===== src/rtl/sprite_dma_engine.sv =====
// sprite_dma_engine
//
// Copies the CPU-side sprite RAM (OBJ) into the sprite-renderer buffer when
// the address decoder fires its sprite_dma strobe. The renderer then works
// from a stable frame snapshot while the CPU rewrites its own copy.
// One word moves per clock-enabled cycle.
//
// Parameters
//   WORDS        number of 16-bit words per transfer (power of two, 2..1024)
//   AW           address width, log2(WORDS)
//   WAIT_VBLANK  1: a pending request waits in ARM for vblank; 0: starts at once
//
// Ports
//   clk       in   system clock
//   reset     in   synchronous, active-high reset
//   ce        in   clock enable; state advances only when ce=1
//   dma_req   in   one-clk request strobe, sampled every clk regardless of ce
//   vblank    in   vertical blank, only looked at in ARM
//   src_addr  out  sprite RAM read address
//   src_data  in   sprite RAM read data, one clk registered latency
//   dst_addr  out  buffer write address
//   dst_data  out  buffer write data
//   dst_we    out  buffer write strobe, only ever high in ce cycles
//   busy      out  high from transfer start until the last write
//   done      out  one-clk pulse in the cycle after the last write

module sprite_dma_engine #(
  parameter int WORDS       = 512,
  parameter int AW          = 9,
  parameter bit WAIT_VBLANK = 1'b0
) (
  input  logic          clk,
  input  logic          reset,
  input  logic          ce,
  input  logic          dma_req,
  input  logic          vblank,
  output logic [AW-1:0] src_addr,
  input  logic [15:0]   src_data,
  output logic [AW-1:0] dst_addr,
  output logic [15:0]   dst_data,
  output logic          dst_we,
  output logic          busy,
  output logic          done
);

  localparam logic [AW-1:0] LAST_ADDR = AW'(WORDS - 1);

  typedef enum logic [1:0] {
    IDLE  = 2'd0,
    ARM   = 2'd1,
    COPY  = 2'd2,
    FLUSH = 2'd3
  } state_t;

  state_t        state_q, state_d;
  logic [AW-1:0] src_addr_q, src_addr_d;
  logic          pending_q, pending_d;
  logic          done_q, done_d;
  logic          enter_copy;
  logic          copy_wr;
  logic          flush_wr;

  // State register. Reset aborts any transfer on the spot; the buffer simply
  // keeps whatever was already written and no done pulse is produced.
  always_ff @(posedge clk) begin
    if (reset) begin
      state_q    <= IDLE;
      src_addr_q <= '0;
      pending_q  <= 1'b0;
      done_q     <= 1'b0;
    end else begin
      state_q    <= state_d;
      src_addr_q <= src_addr_d;
      pending_q  <= pending_d;
      done_q     <= done_d;
    end
  end

  // Next-state logic. src_addr runs one word ahead of the write side because
  // the sprite RAM read is registered: the first COPY cycle only primes the
  // read, and FLUSH drains the final word once src_addr has stopped at the
  // last address (it holds there rather than wrapping).
  always_comb begin
    state_d    = state_q;
    src_addr_d = src_addr_q;
    done_d     = 1'b0;
    enter_copy = 1'b0;

    unique case (state_q)
      IDLE: begin
        if (ce && pending_q) begin
          if (WAIT_VBLANK) begin
            state_d = ARM;
          end else begin
            state_d    = COPY;
            src_addr_d = '0;
            enter_copy = 1'b1;
          end
        end
      end

      ARM: begin
        if (ce && vblank) begin
          state_d    = COPY;
          src_addr_d = '0;
          enter_copy = 1'b1;
        end
      end

      COPY: begin
        if (ce) begin
          if (src_addr_q == LAST_ADDR) begin
            state_d = FLUSH;
          end else begin
            src_addr_d = src_addr_q + AW'(1);
          end
        end
      end

      FLUSH: begin
        if (ce) begin
          state_d    = IDLE;
          src_addr_d = '0;
          done_d     = 1'b1;
        end
      end

      default: begin
        state_d    = IDLE;
        src_addr_d = '0;
      end
    endcase
  end

  // A single pending flag: any number of requests before COPY begins collapse
  // into one transfer. A request arriving in the same clk as COPY entry is
  // kept, because it came in after the transfer it would otherwise merge with
  // had already been committed.
  always_comb begin
    pending_d = dma_req | (pending_q & ~enter_copy);
  end

  // Write side. In COPY the word on src_data belongs to the previous address;
  // src_addr is zero only in the priming cycle, so that cycle writes nothing.
  always_comb begin
    copy_wr  = (state_q == COPY) && (src_addr_q != '0);
    flush_wr = (state_q == FLUSH);

    dst_we   = ce & (copy_wr | flush_wr);
    dst_data = (copy_wr | flush_wr) ? src_data : 16'h0000;

    if (flush_wr) begin
      dst_addr = src_addr_q;
    end else if (copy_wr) begin
      dst_addr = src_addr_q - AW'(1);
    end else begin
      dst_addr = '0;
    end
  end

  assign src_addr = src_addr_q;
  assign busy     = (state_q == COPY) || (state_q == FLUSH);
  assign done     = done_q;

endmodule


===== config.mk =====
export PLATFORM = sky130hd
export DESIGN_NAME = sprite_dma_engine
export DESIGN_NICKNAME = d
export VERILOG_FILES = /design/src/rtl/sprite_dma_engine.sv
export SDC_FILE = /design/constraint.sdc
export NUM_CORES = 1
export LEC_CHECK = 0
export BUFFER_PORTS_ARGS = -buffer_cell sky130_fd_sc_hd__buf_2
export CELL_PAD_IN_SITES_DETAIL_PLACEMENT = 1
export CELL_PAD_IN_SITES_GLOBAL_PLACEMENT = 2
export CORE_MARGIN = 2
export CORE_UTILIZATION = 24
export CTS_CLUSTER_SIZE = 40
export DETAILED_ROUTE_END_ITERATION = 8
export PLACE_DENSITY = 0.83
export SETUP_SLACK_MARGIN = 0.4
export SYNTH_ARGS = -nofsm -noshare
export SYNTH_HDL_FRONTEND = slang
export SYNTH_SLANG_ARGS = --single-unit

===== constraint.sdc =====
create_clock -name clk -period 2.7 [get_ports clk]
set_input_delay 0.54 -clock clk [delete_from_list [all_inputs] [get_ports clk]]
set_output_delay 0.54 -clock clk [all_outputs]
set_load 0.005 [all_outputs]

=== Word level (Yosys, flattened, before mapping) ===
Cells that the tools add are included.

* Logic and storage cells: 50
* Output and inout port bits: 37
* Register bits after elaboration: 13

* Reduce and logical (&&, ||, !) cells: 9
* Bitwise logic cells: 6
* $add $sub $neg: 2
* Equal/unequal tests: 10
* Multiplexer cells: 19

{| class="wikitable"
|+ Operators by type and width
! operator !! count
|-
| $mux 9 || 7
|-
| $pmux 9 s4 || 1
|-
| $mux 16 || 1
|-
| $ne 2x2->1 const B || 6
|-
| $mux 2 || 5
|-
| $reduce_and 5->1 || 2
|-
| $add 9x1->9 const B || 1
|-
| $eq 9x9->1 const B || 1
|-
| $reduce_bool 9->1 || 1
|-
| $sub 9x1->9 const B || 1
|-
| $pmux 2 s4 || 1
|-
| $eq 2x2->1 const B || 2
|-
| $logic_and 1x1->1 || 3
|-
| $mux 1 || 3
|-
| $and 1x1->1 || 2
|-
| $eq 2x1->1 const B || 1
|-
| $logic_not 2->1 || 1
|-
| $not 1->1 || 2
|-
| $or 1x1->1 || 2
|-
| $pmux 1 s2 || 1
|-
| $reduce_or 2->1 || 1
|-
| $logic_or 1x1->1 || 1
|}

=== Logic depth before layout (Yosys ltp) ===
Gate-level depths: netlist of the first run.

* Word-level depth: 6
* Gate-level depth with buffers: 10

=== Worst setup path after synthesis of the first run ===
No wires, ideal clock.

* Path type: reg-to-output
* From: register src_addr_q[6], in the netlist src_addr[6]
* To: output dst_data[10]
* Slack: 0.715 ns
* Arrival time: 1.445 ns
* Path buffers: 2
* Cell stages (with the launch flop): 6
* Cells stage by stage: dfxtp_1 > buf_6 > nor4_2 > a41oi_2 > buf_2 > and2_1

* Longest elaborated chain between the ends: 4

{| class="wikitable"
|+ Ends and longest elaborated chain
! element !! line !! source
|-
| start: declaration || 56 || <nowiki>logic [AW-1:0] src_addr_q, src_addr_d;</nowiki>
|-
| start signal: assignment || 73 || <nowiki>src_addr_q <= src_addr_d;</nowiki>
|-
| $reduce_bool 9->1 || 146 || <nowiki>copy_wr = (state_q == COPY) && (src_addr_q != '0);</nowiki>
|-
| $logic_and 1x1->1 || 146 ||
|-
| $or 1x1->1 || 150 || <nowiki>dst_data = (copy_wr | flush_wr) ? src_data : 16'h0000;</nowiki>
|-
| $mux 16 || 150 ||
|-
| end: declaration || 40 || <nowiki>output logic [15:0] dst_data,</nowiki>
|}

Every way passes these cells.

=== Worst setup path in the final report of the first run ===
* From: register src_addr_q[0], in the netlist src_addr[0]
* To: output dst_addr[6]

* Longest elaborated chain between the ends: 4

{| class="wikitable"
|+ Ends and longest elaborated chain
! element !! line !! source
|-
| parallel branches: the longest is 2 deep, another holds $sub 9x1->9 || n/a ||
|-
| $mux 9 (*) || 154 || <nowiki>end else if (copy_wr) begin</nowiki>
|-
| $mux 9 (*) || 152 || <nowiki>if (flush_wr) begin</nowiki>
|-
| end: declaration || 39 || <nowiki>output logic [AW-1:0] dst_addr,</nowiki>
|}

Mark *: on every way between the ends.

==> results of run 1 <==
[cell type report]
class	instances	area, um2	share of cell area
tap	50	62.6	0.0411
inverter	5	18.8	0.0123
multi-input combinational	112	768	0.505
sequential	13	275	0.181
timing repair buffer	66	353	0.232
clock buffer	4	45.0	0.0296
[synthesized netlist by cell type]
master / instances / share of area
o2bb2ai_1: 1 / 0.0086
a21oi_1: 10 / 0.049
nand3_1: 6 / 0.029
and3_1: 1 / 0.0061
nor2b_1: 1 / 0.0061
nor4_2: 1 / 0.012
nor3b_1: 3 / 0.022
nand4_1: 1 / 0.0061
o211a_1: 1 / 0.0098
nor3_1: 1 / 0.0049
buf_6: 1 / 0.011
nor2_1: 14 / 0.051
o21ai_0: 8 / 0.039
or3_1: 4 / 0.025
clkbuf_1: 4 / 0.015
inv_1: 5 / 0.018
nand3b_1: 1 / 0.0074
ha_1: 3 / 0.037
o22ai_1: 1 / 0.0061
a31o_2: 1 / 0.0086
xnor2_1: 1 / 0.0086
a311o_1: 1 / 0.0098
a31oi_1: 3 / 0.018
nor3_2: 1 / 0.0098
buf_1: 1 / 0.0037
o31ai_1: 3 / 0.022
dfxtp_1: 13 / 0.25
nand2b_1: 2 / 0.012
nand2_1: 11 / 0.040
buf_2: 4 / 0.020
and2_1: 19 / 0.12
o211ai_1: 1 / 0.0074
or4_1: 3 / 0.022
a41oi_2: 2 / 0.032
or2_2: 1 / 0.0061
mux2i_1: 3 / 0.029
a22oi_1: 2 / 0.015
[where the power goes]
part           leakage (nW)  internal (mW)  switching, mW
logic                 0.576         0.0378         0.0428
clock network        0.0228          0.104         0.0720
registers             0.111          0.195        0.00896
[worst paths after layout]
kind | from | end
max | src_addr[0] | dst_addr[6]
min | dma_req | pending_q
max reg2reg | src_addr[3] | src_addr[7]
min reg2reg | pending_q | pending_q
[metal layers]
metal / GRT usage / up-vias / routed length (um)
met2: 0.244 / 48 / 1740
met4: 0.0327 / 0 / 19
met5: 0 / - / 0
met1: 0.191 / 592 / 1740
li1: - / 614 / -
met3: 0.0276 / 2 / 230
[sequential cells by signal, summed over array words and instances (netlist names)]
signal     count
pending_q      1
state_q        2
done           1
src_addr       9
[cells by family after synthesis]
family / share of synthesized area
multiplexers: 0.0294
buffers and inverters: 0.0674
adder cells (fa/ha/maj): 0.0368
AO/OA/AOI/OAI: 0.225
flip-flops: 0.255
AND/OR/NAND/NOR: 0.377
XOR/XNOR: 0.00858
[per-stage QoR]
stage	utilization	hold slack, ps	setup WS, ps
finish	0.375	515	492
global route	0.375	534	377
CTS	0.355	521	376
global placement	0.327	494	471
floorplan	-	465	715
detailed placement	0.327	522	356
[worst register-to-register path: cells and delay by family (launching register included)]
| kind | cells | cell delay, ps |
|---|---|---|
| flops | 1 | 380 |
| compound gates | 2 | 250 |
| fa+ha+maj | 1 | 200 |
| buf+inv | 1 | 210 |
| simple gates | 5 | 960 |
[timing repair]
action | CTS | global route
pin swaps | 2 | 4
resized for setup | 7 | 14
cloned | 0 | 1
endpoints found under the setup margin | 23 | 33
buffers inserted | 3 | 5
==> flow_metrics.tcl, run 1 <==
set metrics [dict create \
    reg2reg_depth 9 \
    start_util 0.252 \
    cts_hold_buf 0 \
    synth-seq-cells 13 \
    cts_tree "built" \
    io_buffers 57 \
    cts.clk_slew.worst_paths_ps 60 \
    power.density_nw_per_um2 303 \
    grt_pass1_vias 1191 \
    slew_headroom 0.734 \
    cp_slowest_stage_delay_ps 370 \
    slew_viol_final 0 \
    worst_clock_skew_ps 1.33 \
    critPathLaunchType "register" \
    h-tree-depth 1 \
    maxCapViolCount 0 \
    coreArea_um2 4060 \
    vias 1256 \
    grt_first_pass_wirelength_mm 5.85 \
    syn2layout_area_growth_pct 49.1 \
    synth_seq_area_share 0.255 \
    cts_buffer_depth 2 \
    cp.arrival_ps 1670 \
    hold_class "primary input to register" \
    die-area_um2 4790 \
    viasPerCell 5.02 \
    tightest_slew_ps 398 \
    status "completed" \
    drt-total-wl_mm 3.73 \
    worst-path-stages 7 \
    slowest_stage "dfxtp_4" \
    diodes 0 \
    clk_latency_ps 240 \
    stdcell_count 250 \
    grt_util_all_layers 0.145 \
    finalHoldViolCount 0 \
    synth_cells 139 \
    drc 0 \
    cts.sinks 13 \
    gp_congestion 0.755 \
    syn_nets 163 \
    rsz0062_at_grt "true" \
    routedWlPerCell_um 14.9 \
    dp_cells 237 \
    setup-violations-final 0 \
    crit_fanout 9 \
    path_delay_family "simple AND/OR/NAND/NOR gates" \
    layout-drive-gt1-share 0.455 \
    crit_buf_inv 2 \
    ys_types 37 \
    final_cell_mix "buf_2, and2_1, nor2_1, nand2_1, a21oi_1" \
    min_path_cells 3 \
    period_share 0.818 \
    max_freq_ghz 0.453 \
    ys.warnings.count 0 \
    fin_area_um2 1520 \
    antenna_found_initial 0 \
    synth_area_per_cell_um2 7.35 \
    final_nets 225 \
    netlist_area_um2 1020 \
    leakagePower_nw 0.709 \
    period_needed_ps 2210 \
    critPathRequiredTime_ps 2160 \
    peakVddDrop_uv 170 \
    grt_max_degree 18 \
    end_kind "output port" \
    final_common_cell "buf_2" \
    hpwlAfterDp_mm 2.61 \
    cp_cell_sequence "inv_2, ha_4, nand2b_1, nor3b_2, mux2i_1, nor2_1, buf_2" \
    drt_first_pass_iters 4 \
    power_mw 0.461 \
    first_iter_violations 28 \
    overflow 0 \
    ios 58 \
    place_area_um2 1330 \
    detail-route-antenna-nets 0 \
    fillers 513 \
    cts_root_buffer "clkbuf_8" \
    criticalPathCategory "register to output port" \
    timing.setup.tns_ps 0 \
    r2r_slack_ps 640 \
    rows 23 \
    fp.dieH_um 69.2 \
    die_x_um 69.2 \
    cts_buffers 3 \
]
Power figures use the tool's default switching activity.
==> run 2: changes to the inputs <==
ABC_AREA = 1   (was unset)
CORE_UTILIZATION = 23   (was 24)
PLACE_DENSITY = 0.77   (was 0.83)
clock period = 2.12 ns   (was 2.7 ns; I/O delays follow)
==> flow_metrics.tcl, run 2 <==
set metrics [dict create \
    die-area_um2 6140 \
    cp.arrival_ps 1710 \
    setup-violations-final 1 \
    cts_tree "built" \
    vias 1600 \
    hold_ws_ps 375 \
    cts_root_buffer "clkbuf_8" \
    die_x_um 78.4 \
    grt_first_pass_wirelength_mm 7.58 \
    rsz0062_at_grt "true" \
    cts.sinks 13 \
    grt_pass1_vias 1573 \
    dr_wl_met3_um 246 \
    overflow 0 \
    clk_latency_ps 250 \
    utilization 0.380 \
    final_common_cell "buf_2" \
    power.internal_mw 0.470 \
    detail-route-antenna-nets 0 \
    m1WireLength_mm 2.05 \
    switchingPower_mw 0.234 \
    crit_fanout 8 \
    first_iter_violations 31 \
    netlist_area_um2 1270 \
    leakagePower_nw 1.10 \
    reg2reg_depth 11 \
    yosys.cell_count.top_type "nand2_1" \
    power_mw 0.704 \
    ys_types 29 \
    grt_max_degree 11 \
    yosysTopAreaCellShare 0.205 \
    ys.warnings.count 0 \
    status "complete, but fails checks" \
    critPathLaunchType "register" \
    fp.dieH_um 78.4 \
    routedWlPerCell_um 13.3 \
    cts.clk_slew.worst_paths_ps 60 \
    p_sw_frac 0.333 \
    synth_area_leaders "dfxtp_1, nand2_1, inv_1" \
    synth-seq-cells 13 \
    violations "negative setup slack" \
    clkPwrFrac 0.338 \
    ios 58 \
    slowest_stage "dfxtp_4" \
    path_delay_family "buffers and inverters" \
    syn2layout_area_growth_pct 62.4 \
    largest_reg_flops 9 \
    slew_viol_final 0 \
    viasPerCell 4.49 \
    period_needed_ps 2130 \
    cp_slowest_stage_delay_ps 360 \
    synth.top_cells.by_count "nand2_1, inv_1, nor2_1" \
    antenna_found_initial 0 \
    hold_class "primary input to register" \
    end_kind "output port" \
    finalHoldViolCount 0 \
    cts_buffer_depth 2 \
    crit_buf_inv 4 \
    startpoint "src_addr[0]" \
    critPathRequiredTime_ps 1700 \
    hpwlAfterDp_mm 3.52 \
    maxCapViolCount 0 \
    drt_first_pass_iters 4 \
    max_freq_ghz 0.470 \
    synth_cells 202 \
    layout-drive-gt1-share 0.493 \
    period_share 1.00 \
    timing.rr.end "src_addr[6]" \
    final_nets 309 \
    coreArea_um2 5440 \
    power.density_nw_per_um2 340 \
    ys_async_sr_fraction 0 \
    gp_congestion 0.826 \
    hold_start "dma_req" \
    criticalPathCategory "register to output port" \
    synth_seq_area_share 0.205 \
    r2r_slack_ps 380 \
    yosys_most_used_dff "dfxtp_1" \
    min_path_cells 3 \
    cts_hold_buf 0 \
    h-tree-depth 1 \
    tightest_slew_ps 250 \
    cp_cell_sequence "inv_4, ha_4, nand2_4, nor2_8, a31oi_4, nor2_8, buf_12, buf_12, nor2_4, buf_2" \
    worst_clock_skew_ps 1.68 \
    r2r_start "src_addr[0]" \
    slew_headroom 0.832 \
    power_frac_comb 0.293 \
    peakVddDrop_uv 287 \
    met2_length_mm 2.37 \
    start_util 0.234 \
    final_cell_mix "buf_2, nand2_1, inv_1, nor2_1, buf_4" \
    min_to "pending_q" \
    synth_area_per_cell_um2 6.30 \
    rows 27 \
    drc 0 \
    diodes 0 \
    io_buffers 57 \
    setup_slack_ps -9.01 \
    cts_buffers 3 \
    syn_nets 226 \
    yosysTopAreaCell "dfxtp_1" \
    drt-total-wl_mm 4.73 \
    top_layer_used "met4" \
    grt_util_all_layers 0.156 \
    synth_edf_count 0 \
    p_seq_frac 0.369 \
]
==> run 2: cell types whose count changed after synthesis, moves of 4 or more <==
cell,before,now
nand4_1,1,7
nor2_1,14,27
nor2_4,0,10
nand2_1,11,44
and2_1,19,0
nand3_1,6,17
inv_2,0,6
or3_1,4,0
a21oi_1,10,4
inv_1,5,33
==> run 2: worst max-delay path by stage <==
stage              endpoint  slack [ps]  depth (start not counted)
2_1_floorplan  dst_data[10]         420                          8
3_3_place_gp    dst_data[4]         190                          9
3_5_place_dp    dst_data[4]         160                          9
4_1_cts         dst_data[2]          40                         10
5_1_grt         dst_data[8]         -60                         10
6_report        dst_data[3]          -9                         10
==> run 2: logic make-up after synthesis <==
kind of cell | Yosys count | share of synthesized area
DFF | 13 | 0.205
and+or+nand+nor | 118 | 0.489
AOI/OAI and AO/OA | 18 | 0.0905
adders and majority gates | 3 | 0.0295
xor gates and xnor gates | 4 | 0.0275
buffers and inverters | 46 | 0.159
==> run 2: repair_timing <==
action	4_1_cts	5_1_grt
cloned	1	0
buffers inserted	11	4
endpoints found under the setup margin	36	36
gates resized for setup	14	28
pin swaps	4	12
==> run 2: per-stage QoR <==
| step | setup WS [ps] | setup TNS (ps) | instance area [um2] | std cells |
|---|---|---|---|---|
| floorplan | 420 | 0 | 1290 | 202 |
| global placement | 192 | 0 | 1730 | 336 |
| detailed placement | 163 | 0 | 1730 | 336 |
| CTS | 44.0 | 0 | 1940 | 352 |
| global route | -55.6 | -584 | 2070 | 356 |
| finish | -9.01 | -9.01 | 2070 | 356 |
==> run 2: area by class of cell <==
cell class                 count  area (um2)
multi-input combinational    143         932
sequential                    13         277
clock buffer                   4        45.0
inverter                      40         158
tap                           72        90.1
timing repair buffer          84         566
fill                         724        3370
==> run 2: power groups by stage <==
stage / Combinational, mW / Clock, mW / Sequential [mW]
6_report: 0.206 / 0.238 / 0.260
3_3_place_gp: 0.161 / 0 / 0.265
3_5_place_dp: 0.163 / 0 / 0.265
5_1_grt: 0.230 / 0.255 / 0.261
4_1_cts: 0.191 / 0.248 / 0.257
2_1_floorplan: 0.106 / 0 / 0.260
==> run 2: worst register-to-register path, cell delays in order (launching register included) <==
cell and delay [ps]:
dfxtp_4 360, buf_4 130, ha_1 170, nand2_1 100
nor4_2 160, ha_2 250, nand3_4 110, nand3_4 130
inv_2 80, nand2_1 70, nand2_1 50, nor2_1 70
==> run 2: metal layers <==
layer / vias to the layer above / track usage
met1: 746 / 0.194
met5: - / 0
met2: 52 / 0.278
met4: 0 / 0.0316
li1: 796 / -
met3: 6 / 0.0310
==> run 3: changes to the inputs <==
PLACE_DENSITY = 0.84   (was 0.77)
==> flow_metrics.tcl, run 3 (same netlist as run 2, synthesis figures left out) <==
set metrics [dict create \
    slew_viol_final 0 \
    diodes 0 \
    critPathRequiredTime_ps 1700 \
    power_frac_comb 0.298 \
    cts_buffers 3 \
    viasPerCell 4.46 \
    place_ws_ps 148 \
    setup_slack_ps 98.5 \
    peakVddDrop_uv 279 \
    setup-violations-final 0 \
    cp_common_cell "nor2_8" \
    final_nets 307 \
    clkPwrFrac 0.333 \
    cts_tree "built" \
    die-area_um2 6140 \
    drc 0 \
    cts_buffer_depth 2 \
    finalHoldViolCount 0 \
    drt-total-wl_mm 4.92 \
    gp_congestion 0.854 \
    rsz0062_at_grt "true" \
    critPathLaunchType "register" \
    criticalPathCategory "register to output port" \
    cts_hold_buf 0 \
    slew_headroom 0.834 \
    syn2layout_area_growth_pct 63.2 \
    hold_class "primary input to register" \
    layout-drive-gt1-share 0.528 \
    timing.setup.tns_ps 0 \
    cts_root_buffer "clkbuf_8" \
    switchingPower_mw 0.236 \
    power.internal_mw 0.470 \
    grt_first_pass_wirelength_mm 7.50 \
    detail-route-antenna-nets 0 \
    end_kind "output port" \
    crit_fanout 4 \
    status "completed" \
    first_iter_violations 21 \
    vias 1578 \
    die_x_um 78.4 \
    period_share 0.954 \
    p_seq_frac 0.368 \
    grt_pass1_vias 1511 \
    worst_clock_skew_ps 2.03 \
    cts.clk_slew.worst_paths_ps 60 \
    antenna_found_initial 0 \
    fp.dieH_um 78.4 \
    cp.arrival_ps 1600 \
    coreArea_um2 5440 \
    overflow 0 \
    h-tree-depth 1 \
    largest_reg_flops 9 \
    maxCapViolCount 0 \
    rows 27 \
    io_buffers 57 \
    tightest_slew_ps 246 \
    final_common_cell "buf_2" \
    slowest_stage "dfxtp_4" \
    grt_max_degree 11 \
    hpwlAfterDp_mm 3.52 \
    grt_util_all_layers 0.154 \
    p_sw_frac 0.334 \
    cp_cell_sequence "inv_4, ha_4, nand2_4, nor2_8, a31oi_4, nor2_8, clkbuf_16, nor2_4, buf_2" \
    period_needed_ps 2020 \
    cp_slowest_stage_delay_ps 350 \
    power.density_nw_per_um2 339 \
    ios 58 \
    drt_first_pass_iters 4 \
    clk_latency_ps 250 \
    start_util 0.234 \
    cts.sinks 13 \
    max_freq_ghz 0.495 \
    leakagePower_nw 1.09 \
    final_cell_mix "buf_2, nand2_1, inv_1, nor2_1, buf_4" \
    routedWlPerCell_um 13.9 \
]
[run 3: cell count changes in the layout (fill, tap and decap cells not counted), sizes merged]
| cell | change |
|---|---|
| buf | -3 |
| clkbuf | +1 |
[run 3: layout make-up]
class,instances,area (um2)
inverter,40,165
tap,72,90.1
timing repair buffer,82,531
fill,713,3360
sequential,13,275
multi-input combinational,143,971
clock buffer,4,45.0
[run 3: metrics by stage]
stage | power, mW | util | hold WS [ps] | cells | cell area [um2]
after floorplan | 0.367 | - | 477 | 202 | 1290
after global placement | 0.424 | 0.313 | 499 | 334 | 1700
after detailed placement | 0.426 | 0.313 | 516 | 334 | 1700
after CTS | 0.690 | 0.363 | 388 | 348 | 1980
after global routing | 0.741 | 0.382 | 391 | 354 | 2080
final | 0.705 | 0.382 | 386 | 354 | 2080
[run 3: worst paths after layout]
check,start,endpoint,slack (ps),cells after the start
setup / recovery,src_addr[0],dst_data[7],100,9
hold / removal,dma_req,pending_q,390,3
setup reg to reg,src_addr[0],src_addr[8],280,11
hold reg to reg,pending_q,pending_q,520,2
[run 3: worst max-delay path: cells and delay by family, from the launching register on]
family	cells	cell delay [ps]
AO/OA/AOI/OAI	1	130
adder cells (fa/ha/maj)	1	140
buffers and inverters	3	360
flip-flops	1	350
AND/OR/NAND/NOR	4	360
[run 3: power by group through the flow]
stage               clock network [mW]  registers (mW)  logic [mW]
global route                     0.247           0.260       0.233
floorplan                            0           0.260       0.106
finish                           0.235           0.260       0.210
global placement                     0           0.265       0.159
CTS                              0.238           0.259       0.193
detailed placement                   0           0.265       0.161
[run 3: routing by layer]
layer  part of all wire  global-route usage  vias up
li1                   -                   -      788
met1               0.45               0.188      734
met2               0.49               0.284       51
met3              0.051              0.0264        5
met4             0.0059              0.0298        0
met5                  0                   0        -
[run 3: repair_timing]
| action | in CTS | in global routing |
|---|---|---|
| setup endpoints to repair | 35 | 36 |
| gates resized for setup | 43 | 11 |
| pin swaps | 6 | 9 |
| cloned | 0 | 1 |
| setup buffers | 10 | 5 |
